File: src/rtl/fp32_pkg.sv
// Shared single-precision constants and types for the fp32 add/sub datapath.
package fp32_pkg;

    localparam int EXP_W = 8;
    localparam int MAN_W = 23;
    localparam logic [EXP_W-1:0] EXP_MAX = 8'hFF;
    localparam logic [31:0] QNAN = 32'h7FC00000;

    typedef struct packed {
        logic overflow;
        logic underflow;
        logic inexact;
    } fp_flags_t;

    // Everything the packing stage needs from the rounding stage.
    typedef struct packed {
        logic [MAN_W-1:0] frac;
        logic             carry;
        logic [EXP_W:0]   exp;
        logic             sign;
        logic             nan;
        logic             inf;
        logic             inf_sign;
        logic             zero;
        logic             neg_e;
        logic             lost;
    } s1_data_t;

endpackage

File: src/rtl/fp32_round_rne.sv
// Round-to-nearest-even increment of a 23-bit fraction with guard/round/sticky.
module fp32_round_rne
    import fp32_pkg::*;
(
    input  logic [MAN_W-1:0] norm_m,
    input  logic             fg,
    input  logic             r,
    input  logic             s,
    output logic [MAN_W:0]   rnd,
    output logic             lost
);

    logic round_up_s;

    // A tie (fg set, r and s clear) only rounds up when the fraction is odd.
    always_comb begin
        round_up_s = fg & (r | s | norm_m[0]);
        rnd        = {1'b0, norm_m} + {{MAN_W{1'b0}}, round_up_s};
        lost       = fg | r | s;
    end

endmodule

File: src/rtl/fp_addsub_round_32.sv
// Final round-and-pack stage of the fp32 add/sub datapath: two-stage elastic pipeline.
module fp_addsub_round_32
    import fp32_pkg::*;
(
    input  logic             clk,
    input  logic             rst,
    input  logic             in_valid,
    output logic             in_ready,
    input  logic [MAN_W-1:0] norm_m,
    input  logic [EXP_W:0]   norm_e,
    input  logic             fg,
    input  logic             r,
    input  logic             s,
    input  logic             zero_sum,
    input  logic             neg_e,
    input  logic             sign,
    input  logic             in_nan,
    input  logic             in_inf,
    input  logic             inf_sign,
    output logic             out_valid,
    input  logic             out_ready,
    output logic [31:0]      result,
    output logic             overflow,
    output logic             underflow,
    output logic             inexact
);

    logic [MAN_W:0]   rnd_s;
    logic             lost_s;
    logic             s2_take_s;
    logic             s1_take_s;
    logic [EXP_W+1:0] e_fin_s;
    logic [31:0]      pack_res_s;
    fp_flags_t        pack_flg_s;

    logic             s1_valid_d, s1_valid_q;
    s1_data_t         s1_d, s1_q;
    logic             out_valid_d, out_valid_q;
    logic [31:0]      result_d, result_q;
    fp_flags_t        flags_d, flags_q;

    fp32_round_rne u_round (
        .norm_m (norm_m),
        .fg     (fg),
        .r      (r),
        .s      (s),
        .rnd    (rnd_s),
        .lost   (lost_s)
    );

    // Handshake: a stage may load when empty or when its content moves on.
    always_comb begin
        s2_take_s = ~out_valid_q | out_ready;
        s1_take_s = ~s1_valid_q | s2_take_s;
        in_ready  = s1_take_s;
    end

    // Stage 1 capture of the rounded fraction and pass-through fields.
    always_comb begin
        s1_valid_d = s1_valid_q;
        s1_d       = s1_q;
        if (s1_take_s) begin
            s1_valid_d = in_valid;
            if (in_valid) begin
                s1_d.frac     = rnd_s[MAN_W-1:0];
                s1_d.carry    = rnd_s[MAN_W];
                s1_d.exp      = norm_e;
                s1_d.sign     = sign;
                s1_d.nan      = in_nan;
                s1_d.inf      = in_inf;
                s1_d.inf_sign = inf_sign;
                s1_d.zero     = zero_sum;
                s1_d.neg_e    = neg_e;
                s1_d.lost     = lost_s;
            end else begin
                s1_d = s1_q;
            end
        end else begin
            s1_valid_d = s1_valid_q;
        end
    end

    // Stage 2 classification; a mantissa carry leaves a zero fraction, so frac is used as-is.
    always_comb begin
        e_fin_s    = {1'b0, s1_q.exp} + {{(EXP_W+1){1'b0}}, s1_q.carry};
        pack_res_s = {s1_q.sign, e_fin_s[EXP_W-1:0], s1_q.frac};
        pack_flg_s = '{overflow: 1'b0, underflow: 1'b0, inexact: s1_q.lost};
        if (s1_q.nan) begin
            pack_res_s = QNAN;
            pack_flg_s = '{overflow: 1'b0, underflow: 1'b0, inexact: 1'b0};
        end else if (s1_q.inf) begin
            pack_res_s = {s1_q.inf_sign, EXP_MAX, {MAN_W{1'b0}}};
            pack_flg_s = '{overflow: 1'b0, underflow: 1'b0, inexact: 1'b0};
        end else if (s1_q.zero) begin
            pack_res_s = 32'h00000000;
            pack_flg_s = '{overflow: 1'b0, underflow: 1'b0, inexact: 1'b0};
        end else if (s1_q.neg_e || (e_fin_s == 10'd0)) begin
            pack_res_s = {s1_q.sign, 31'h00000000};
            pack_flg_s = '{overflow: 1'b0, underflow: 1'b1, inexact: 1'b1};
        end else if (e_fin_s >= 10'd255) begin
            pack_res_s = {s1_q.sign, EXP_MAX, {MAN_W{1'b0}}};
            pack_flg_s = '{overflow: 1'b1, underflow: 1'b0, inexact: 1'b1};
        end else begin
            pack_res_s = {s1_q.sign, e_fin_s[EXP_W-1:0], s1_q.frac};
            pack_flg_s = '{overflow: 1'b0, underflow: 1'b0, inexact: s1_q.lost};
        end
    end

    // Output register next state; holds while stalled by the consumer.
    always_comb begin
        out_valid_d = out_valid_q;
        result_d    = result_q;
        flags_d     = flags_q;
        if (s2_take_s) begin
            out_valid_d = s1_valid_q;
            if (s1_valid_q) begin
                result_d = pack_res_s;
                flags_d  = pack_flg_s;
            end else begin
                result_d = result_q;
                flags_d  = flags_q;
            end
        end else begin
            out_valid_d = out_valid_q;
        end
    end

    // Pipeline state with asynchronous clear.
    always_ff @(posedge clk or posedge rst) begin
        if (rst) begin
            s1_valid_q  <= 1'b0;
            s1_q        <= '0;
            out_valid_q <= 1'b0;
            result_q    <= 32'h00000000;
            flags_q     <= '0;
        end else begin
            s1_valid_q  <= s1_valid_d;
            s1_q        <= s1_d;
            out_valid_q <= out_valid_d;
            result_q    <= result_d;
            flags_q     <= flags_d;
        end
    end

    assign out_valid = out_valid_q;
    assign result    = result_q;
    assign overflow  = flags_q.overflow;
    assign underflow = flags_q.underflow;
    assign inexact   = flags_q.inexact;

endmodule

File: config.mk
export PLATFORM = sky130hd
export DESIGN_NAME = fp_addsub_round_32
export DESIGN_NICKNAME = d
export VERILOG_FILES = /design/src/rtl/fp32_pkg.sv /design/src/rtl/fp32_round_rne.sv /design/src/rtl/fp_addsub_round_32.sv
export SDC_FILE = /design/constraint.sdc
export NUM_CORES = 1
export LEC_CHECK = 0
export BUFFER_PORTS_ARGS = -buffer_cell sky130_fd_sc_hd__buf_2
export CAP_MARGIN = 20
export CELL_PAD_IN_SITES_DETAIL_PLACEMENT = 1
export CELL_PAD_IN_SITES_GLOBAL_PLACEMENT = 1
export CORE_UTILIZATION = 45
export CTS_CLUSTER_DIAMETER = 150
export DETAILED_ROUTE_END_ITERATION = 12
export PLACE_DENSITY_LB_ADDON = 0.1
export SYNTH_ARGS = -nofsm -noshare
export SYNTH_HDL_FRONTEND = slang
export SYNTH_SLANG_ARGS = --single-unit
File: constraint.sdc
create_clock -name clk -period 3.5 [get_ports clk]
set_input_delay 0.35 -clock clk [delete_from_list [all_inputs] [get_ports clk]]
set_output_delay 0.35 -clock clk [all_outputs]
set_load 0.1 [all_outputs]
# Yosys cells after proc, flatten, opt, wreduce, memory -nomap -nowiden
# Index checks and enable logic that the tools add are counted.
[word_totals]
ff_bits = 77
output_inout_bits = 37
wordCells = 42
[op_classes]
magnitude_cmp = 1
bitwise_logic = 9
reduce_logical = 4
addsub = 2
muxes = 10
[op_table]
columns = ["cell", "n"]
rows = [
  ["2-to-1 mux 32 bit", 3],
  ["2-to-1 mux 31 bit", 2],
  ["adder 23 x 1 -> 24 bit", 1],
  ["2-to-1 mux 3 bit", 5],
  ["adder 9 x 1 -> 10 bit", 1],
  ["greater-or-equal comparator 10 x 8 -> 1 bit, second input constant", 1],
  ["zero test 10 bit", 1],
  ["OR 1 bit", 6],
  ["AND reduction 2 bit", 2],
  ["NOT 1 bit", 2],
  ["bitwise AND 1 bit", 1],
  ["logical OR 1 bit", 1],
]

# Depth between registers and ports, before layout
# Gate-level depths: netlist of the first run.
[depth]
word_depth = 7
mapped_depth = 9

# By module
# Synthesis of the first run repeated with hierarchy kept, for this count alone.
[unflattened]
cells_unflattened = 323
hier_area_um2 = 3818.7
[modules_own_cells]
columns = ["mod", "area_per_inst_um2", "n_inst", "cells_each"]
rows = [
  ["fp_addsub_round_32", 3313.2, 1, 251],
  ["fp32_round_rne", 505.5, 1, 72],
]

# Worst setup path before layout of the first run
# Ideal clock, no wire load.
[synth_path]
path_type = "register -> register"
from = "register out_valid_q, in the netlist out_valid"
to = "register s1_q[10] (netlist bit)"
path_slack_ns = 0.099
stages_incl_launch_ff = 5
t_arrival_ns = 3.276
setup_ns = 0.125
n_path_buf = 1
required_ns = 3.375
cell_sequence = "dfrtp_1 nand3b_1 nand2_1 clkbuf_1 mux2_2"
[synth_between]
elab_chain_len = 4
[synth_lines]
columns = ["element", "line", "source"]
rows = [
  ["start, declared", "fp_addsub_round_32.sv:38", "logic out_valid_d, out_valid_q;"],
  ["start signal, assigned", "fp_addsub_round_32.sv:139", "out_valid_q <= out_valid_d;"],
  ["NOT 1 bit", "fp_addsub_round_32.sv:53", "s2_take_s = ~out_valid_q | out_ready;"],
  ["OR 1 bit", "fp_addsub_round_32.sv:53", ""],
  ["OR 1 bit", "fp_addsub_round_32.sv:54", "s1_take_s = ~s1_valid_q | s2_take_s;"],
  ["net in_ready", "fp_addsub_round_32.sv:8", "output logic in_ready,"],
  ["AND reduction 2 bit (no line)", "n/a", ""],
  ["end signal, assigned", "fp_addsub_round_32.sv:132", "s1_q <= '0;"],
  ["end signal, assigned", "fp_addsub_round_32.sv:138", "s1_q <= s1_d;"],
  ["end, declared", "fp_addsub_round_32.sv:37", "s1_data_t s1_d, s1_q;"],
]
# The timed path passes the listed nets, and every way through them passes these cells.
# A chain may end at the register's enable or synchronous reset.

# Worst setup path after layout of the first run
[layout_path]
from = "register s1_q[7] (netlist bit)"
to = "register flags_q, in the netlist inexact"
[layout_between]
elab_chain_len = 7
word_cells_on_any_way = 9
classes_between = "add/sub (1); order compare (1); mux (5); reduce/logical (2)"
[layout_lines]
columns = ["element", "line", "source"]
rows = [
  ["adder 9 x 1 -> 10 bit *", "fp_addsub_round_32.sv:85", "e_fin_s = {1'b0, s1_q.exp} + {{(EXP_W+1){1'b0}}, s1_q.carry};"],
  ["greater-or-equal comparator 10 x 8 -> 1 bit or zero test 10 bit (tied branches)", "fp_addsub_round_32.sv:100, fp_addsub_round_32.sv:97", ""],
  ["2-to-1 mux 3 bit or logical OR 1 bit (tied branches)", "fp_addsub_round_32.sv:100, fp_addsub_round_32.sv:97", ""],
  ["2-to-1 mux 3 bit *", "fp_addsub_round_32.sv:97", "end else if (s1_q.neg_e || (e_fin_s == 10'd0)) begin"],
  ["2-to-1 mux 3 bit *", "fp_addsub_round_32.sv:94", "end else if (s1_q.zero) begin"],
  ["2-to-1 mux 3 bit *", "fp_addsub_round_32.sv:91", "end else if (s1_q.inf) begin"],
  ["2-to-1 mux 3 bit *", "fp_addsub_round_32.sv:88", "if (s1_q.nan) begin"],
  ["end signal, assigned", "fp_addsub_round_32.sv:141", "flags_q <= flags_d;"],
  ["end, declared", "fp_addsub_round_32.sv:40", "fp_flags_t flags_d, flags_q;"],
]
# Mark *: on every way between the ends. The rest lies on a longest branch, timed or not.

==> summary.txt, run 1 <==
Floorplan
  • Die area: about 8000 um2
  • Floorplan row count: 31
  • I/O Pins: about 80
  • Die width: between 90 and 100 um
  • Starting Density: 0.476
  • Core Area: 7450 um2
  • Overall die height: 90.7 um

Power and ir drop
  • Gate power share: 0.251
  • Pint: 1.65 mW
  • Psw: approximately 0.9 mW
  • Lkg Pwr: 1.98 nW
  • Worst VDD drop: roughly 0.00023 V
  • PwrDens: roughly 600 nW/um2
  • Sequential share of power: 0.423
  • Clock power frac: 0.326
  • Switching Share: 0.354

Finish
  • Multi-input gate area: 1520 um2
  • Layout cell share with drive strength beyond 1: 0.324
  • FF+latch area: ~1900 um2
  • Fill cell count: 849
  • Nets: 451
  • # diodes: 0
  • Syn-to-layout area delta: 22.0%

Placement
  • PortBufs: 81
  • Post-DP HPWL: around 6000 um
  • RePlAce Congestion: 0.859

Global route
  • Largest net degree at the start of global routing: 58
  • First-pass GRT wire length: 14600 um
  • Number of global-route vias before repair: about 2900
  • Global Route Usage Sum: 0.227
  • Antenna violations before repair: 0
  • Total grt overflow: 0

Synthesis
  • Seq cells post-synth: a little under 80
  • Top_reg_cell synth: dfrtp_1
  • Mean Syn Cell Area: about 11 um2
  • Syn_nets: approximately 370
  • Synthesized instance count: 316
  • Ys Warns: 0
  • Area share of the largest cell type after synthesis: 0.544
  • Asr flop ratio synth: 1.00
  • Dominant cells by area after synthesis: dfrtp_1, a22o_1, mux2_2
  • EDFF count, synth: 0
  • Cell taking the most area after synthesis: dfrtp_1
  • Mapped cell area: 3540 um2
  • Seq/Total Area, Yosys: 0.544
  • Synth cell types: 48

Routing
  • DRT antenna net count: 0
  • Initial DRC count: 81
  • Vias/cell: 5.42
  • Drt first pass iters: 4
  • Drt wl/cell: 16.8 um
  • Routed WL: approximately 8500 um
  • # DRC: 0
  • DR vias: about 2700

CTS
  • Worst-path clk slew: 90 ps
  • Num Clock Sinks: 77
  • Postcts setup bufs: 0
  • CTS tree: built
  • Root Driver: clkbuf_8
  • H-Tree Depth: 3
  • CTS resizes: 0
  • Num CTS Buffers: 9
  • Longest Clk Path Bufs: 2
  • Clk_lat worst skew: around 350 ps
  • # hold bufs at CTS: 0

Worst setup path
  • Sequence of cells on the critical path: ha_1, ha_1, nand3_2, nor3_1, mux2i_1, nand2_2, or2_1, a221o_1
  • Worst path max stage delay: 670 ps
  • WP data required: roughly 3700 ps
  • Most used cell, CP: ha_1
  • Startpoint Class: flip-flop
  • Worst Path Arrival: 3040 ps
  • Type of the worst setup path: flip-flop to flip-flop
  • CP endpoint kind: flip-flop
  • Slowest CP cell: mux2i_1
  • Top delay family on crit path: simple AND/OR/NAND/NOR gates
  • Crit-path max FO: 8
  • Crit path buf inv count: 0
  • R2r setup slk: around 690 ps

Run status
  • Status: finished, final reports clean

Timing
  • Final setup violation count: 0
  • Final hold vios: 0
  • Fmax achieved: 356 MHz
  • Final Cycle Share: 0.802
  • Min Hold Slack: 219 ps
  • Worst-Margin Slew: 880 ps
  • Tmin final: between 2000 and 3000 ps
  • Clk_skew: roughly 17 ps
  • Post-route setup TNS: 0 ps
  • RSZ-0062 raised after global routing: false
  • Worst slew margin relative to its limit: 0.411
  • Fin. max-slew vios: 0

Hold path
  • Hold crit path type: input pin to flip-flop

Job
  • Maximum Capacitance Violations: 0
-- through the flow --
stage / std cells / power, mW / setup WS, ps / area (um2) / utilization
finish: 506 / 2.55 / 692 / 4320 / 0.580
global placement: 488 / 1.71 / 1030 / 4040 / 0.542
floorplan: 316 / 1.58 / 99.3 / 3540 / -
CTS: 504 / 2.56 / 683 / 4290 / 0.575
detailed placement: 488 / 1.73 / 797 / 4040 / 0.542
global route: 506 / 2.65 / 486 / 4320 / 0.580
-- synth_stat cells (2+ instances only) --
cell type and instances:
dfrtp_1 77, nand2_1 40, o21ai_0 26, a22o_1 23
nand3_1 18, mux2_2 16, xor2_1 16, nor2_1 14
xnor2_1 11, nand4_1 8, clkbuf_1 7, nor3_1 5
ha_1 4, o221a_2 4, buf_4 3, inv_1 3
mux2i_1 3, nand2b_1 3, o211a_1 3, and2_1 2
buf_6 2, nor4_1 2
-- placed cells by master, fill, tap and decap left out, drive strengths merged, types with 2 or more instances in the layout --
cell,count
a22o,23
and2,2
and4,3
buf,88
bufinv,3
clkbuf,11
dfrtp,77
ha,4
inv,3
mux2,16
mux2i,3
nand2,41
nand2b,3
nand3,19
nand4,8
nor2,14
nor3,6
nor4,2
o211a,3
o21ai,26
o221a,4
or2,2
or3,2
xnor2,11
xor2,16
-- power groups by stage --
stage	sequential [mW]	combinational, mW	clock [mW]
floorplan	1.37	0.210	0
global placement	1.09	0.619	0
detailed placement	1.09	0.636	0
CTS	1.08	0.641	0.843
global route	1.09	0.679	0.880
finish	1.08	0.640	0.830
-- worst reg2reg max path, cell delays in order, from the launching register on --
cell	delay, ps
dfrtp_1	380
ha_1	160
ha_1	270
nand3_2	140
nor3_1	330
mux2i_1	670
nand2_2	170
or2_1	270
a221o_1	300
-- per-layer routing --
metal	global-route usage	up-vias	share of wire
met4	0.0780	0	0.014
met5	0	-	0
met3	0.0471	10	0.036
li1	-	1308	-
met1	0.299	1362	0.47
met2	0.372	61	0.48
-- flip-flops by register name (all words and copies together) (netlist names) --
register	flops
s1_q	40
result	32
inexact	1
out_valid	1
overflow	1
s1_valid_q	1
underflow	1
-- final cells by class --
type / instances / area share
Multi-Input combinational cell: 222 / 0.353
Clock buffer: 11 / 0.0327
Tap cell: 99 / 0.0287
Timing Repair Buffer: 89 / 0.113
Sequential cell: 77 / 0.446
Inverter: 3 / 0.00289
Clock inverter: 5 / 0.0246
-- cell families (layout without fill, tap and decap cells) --
group | count (synthesis) | in the layout | share of synthesized area
AOI/OAI and AO/OA | 66 | 66 | 0.138
xor gates and xnor gates | 27 | 27 | 0.0667
adders and majority gates | 4 | 4 | 0.0141
buffers and inverters | 17 | 108 | 0.0268
DFF | 77 | 77 | 0.544
muxes | 19 | 19 | 0.0593
and+or+nand+nor | 106 | 106 | 0.151
-- path summary, 6_finish.rpt --
path / cells past startpoint / from / to
worst min register to register: 2 / s1_q[32] / s1_q[32]
max in group asynchronous: 5 / rst / result[14]
worst max-delay path: 8 / s1_q[7] / inexact
worst max register to register: 8 / s1_q[7] / inexact
min in group asynchronous: 3 / rst / s1_q[3]
worst min-delay path: 2 / neg_e / s1_q[1]
Note: power is estimated with default switching activity, not from simulation.
==> run 2: changes to the inputs <==
CORE_UTILIZATION = 42   (was 45)
clock period = 2.61 ns   (was 3.5 ns; I/O delays follow)
==> summary.txt, run 2 (synthesis gave the netlist of run 1 again) <==
Run status
  • Status: finished, final reports clean

CTS
  • CTS resizes: 1
  • Num Clock Sinks: 77
  • # hold bufs at CTS: 0
  • CTS tree: built
  • H-Tree Depth: 3
  • Clk_lat worst skew: ~350 ps
  • Worst-path clk slew: 80 ps
  • Root Driver: clkbuf_8
  • Longest Clk Path Bufs: 2
  • Postcts setup bufs: 0
  • Num CTS Buffers: 9

Finish
  • Cell area after layout: 4330 um2
  • Fill cell count: 932
  • Syn-to-layout area delta: 22.1%
  • # diodes: 0
  • Max FFs per register: 40
  • Nets: roughly 450
  • Most frequent cells in the layout: buf_2, dfrtp_1, nand2_1
  • Biggest register: s1_q
  • Commonest non-fill, non-tap cell in the layout: buf_2
  • Layout cell share with drive strength beyond 1: 0.331

Global route
  • Largest net degree at the start of global routing: 53
  • Number of global-route vias before repair: ~2700
  • Global Route Usage Sum: 0.203
  • Total grt overflow: 0
  • First-pass GRT wire length: ~14000 um
  • Antenna violations before repair: 0

Worst setup path
  • Type of the worst setup path: flip-flop to flip-flop
  • Startpoint Class: flip-flop
  • Worst Path Arrival: 2740 ps
  • Crit path buf inv count: 0
  • Sequence of cells on the critical path: ha_1, ha_1, nand3_2, or3_4, and4b_1, and4_4, nor3_4, a22o_1
  • R2r setup slk: 150 ps
  • Most used cell, CP: ha_1
  • Worst path depth: 8
  • CP endpoint kind: flip-flop
  • Worst path max stage delay: 410 ps
  • Top delay family on crit path: simple AND/OR/NAND/NOR gates
  • WP data required: 2890 ps
  • Slowest CP cell: nor3_4
  • Worst Reg2Reg Path Length in Cells: 8
  • Crit-path max FO: 11

Timing
  • Tmin final: 2460 ps
  • Clk_skew: between 10 and 15 ps
  • Fmax achieved: 407 MHz
  • Worst-Margin Slew: 814 ps
  • Worst slew margin relative to its limit: 0.457
  • Final hold vios: 0
  • Final setup violation count: 0
  • Final Cycle Share: 0.941
  • Final worst setup slack: approximately 150 ps
  • RSZ-0062 raised after global routing: false
  • Fin. max-slew vios: 0

Routing
  • # DRC: 0
  • Drt wl/cell: 16.5 um
  • Routed WL: 8440 um
  • DR vias: about 2700
  • Drt first pass iters: 4
  • Vias/cell: approximately 5.3
  • DRT antenna net count: 0
  • Initial DRC count: 74

Floorplan
  • Core Area: 8180 um2
  • Overall die height: 93.9 um
  • Floorplan row count: 33
  • Die area: 8810 um2
  • Starting Density: 0.433
  • I/O Pins: just over 80
  • Die width: 93.9 um

Power and ir drop
  • PwrDens: 748 nW/um2
  • Pwr Total: around 3.2 mW
  • Worst VDD drop: 0.000342 V
  • Lkg Pwr: 2.01 nW

Job
  • Maximum Capacitance Violations: 0

Hold path
  • Hold crit path type: input pin to asynchronous set/reset pin

Placement
  • PortBufs: 81
  • RePlAce Congestion: 0.821
  • Post-DP HPWL: 5970 um
  • Place WS: -204 ps
  • Area post-placement: 4110 um2
==> run 2: final timing paths <==
path	start	endpoint
setup / recovery	s1_q[7]	result[3]
hold / removal	rst	s1_q[3]
setup reg to reg	s1_q[7]	result[3]
hold reg to reg	s1_q[19]	s1_q[19]
max in group asynchronous	rst	out_valid
min in group clk	norm_e[6]	s1_q[13]
==> run 2: stage by stage <==
step	util	cells	TNS, ps	hold slack (ps)
global route	0.529	513	0	105
detailed placement	0.503	496	-4110	448
global placement	0.503	496	-1720	445
CTS	0.529	513	0	70.9
finish	0.529	513	0	40.3
floorplan	-	316	-471	369
==> run 2: cell type report <==
class                           count  area (um2)  share of cell area
Tap cell                          105         131              0.0304
Inverter                            3        12.5             0.00289
Clock buffer                       11         141              0.0327
Clock inverter                      5        58.8              0.0136
Timing Repair Buffer               89         465               0.108
Multi-Input combinational cell    223        1590               0.367
Sequential cell                    77        1930               0.446
==> run 2: worst register-to-register path, cell delays in order, from the launching register on <==
cell     delay (ps)
dfrtp_1         380
ha_1            170
ha_1            240
nand3_2         140
or3_4           400
and4b_1         220
and4_4          220
nor3_4          410
a22o_1          210
==> run 2: power breakdown <==
part / internal (mW) / total (mW) / switching (mW)
combinational: 0.227 / 0.877 / 0.650
clock: 0.470 / 0.920 / 0.449
sequential: 1.33 / 1.44 / 0.109
total: 2.03 / 3.24 / 1.21
==> run 2: metal layers <==
layer | wire, um | part of all wire | global-route usage | vias to the layer above
met3 | 326 | 0.039 | 0.0348 | 8
met2 | 3990 | 0.47 | 0.334 | 63
li1 | - | - | - | 1314
met4 | 88 | 0.010 | 0.0615 | 0
met5 | 0 | 0 | 0 | -
met1 | 4040 | 0.48 | 0.273 | 1332
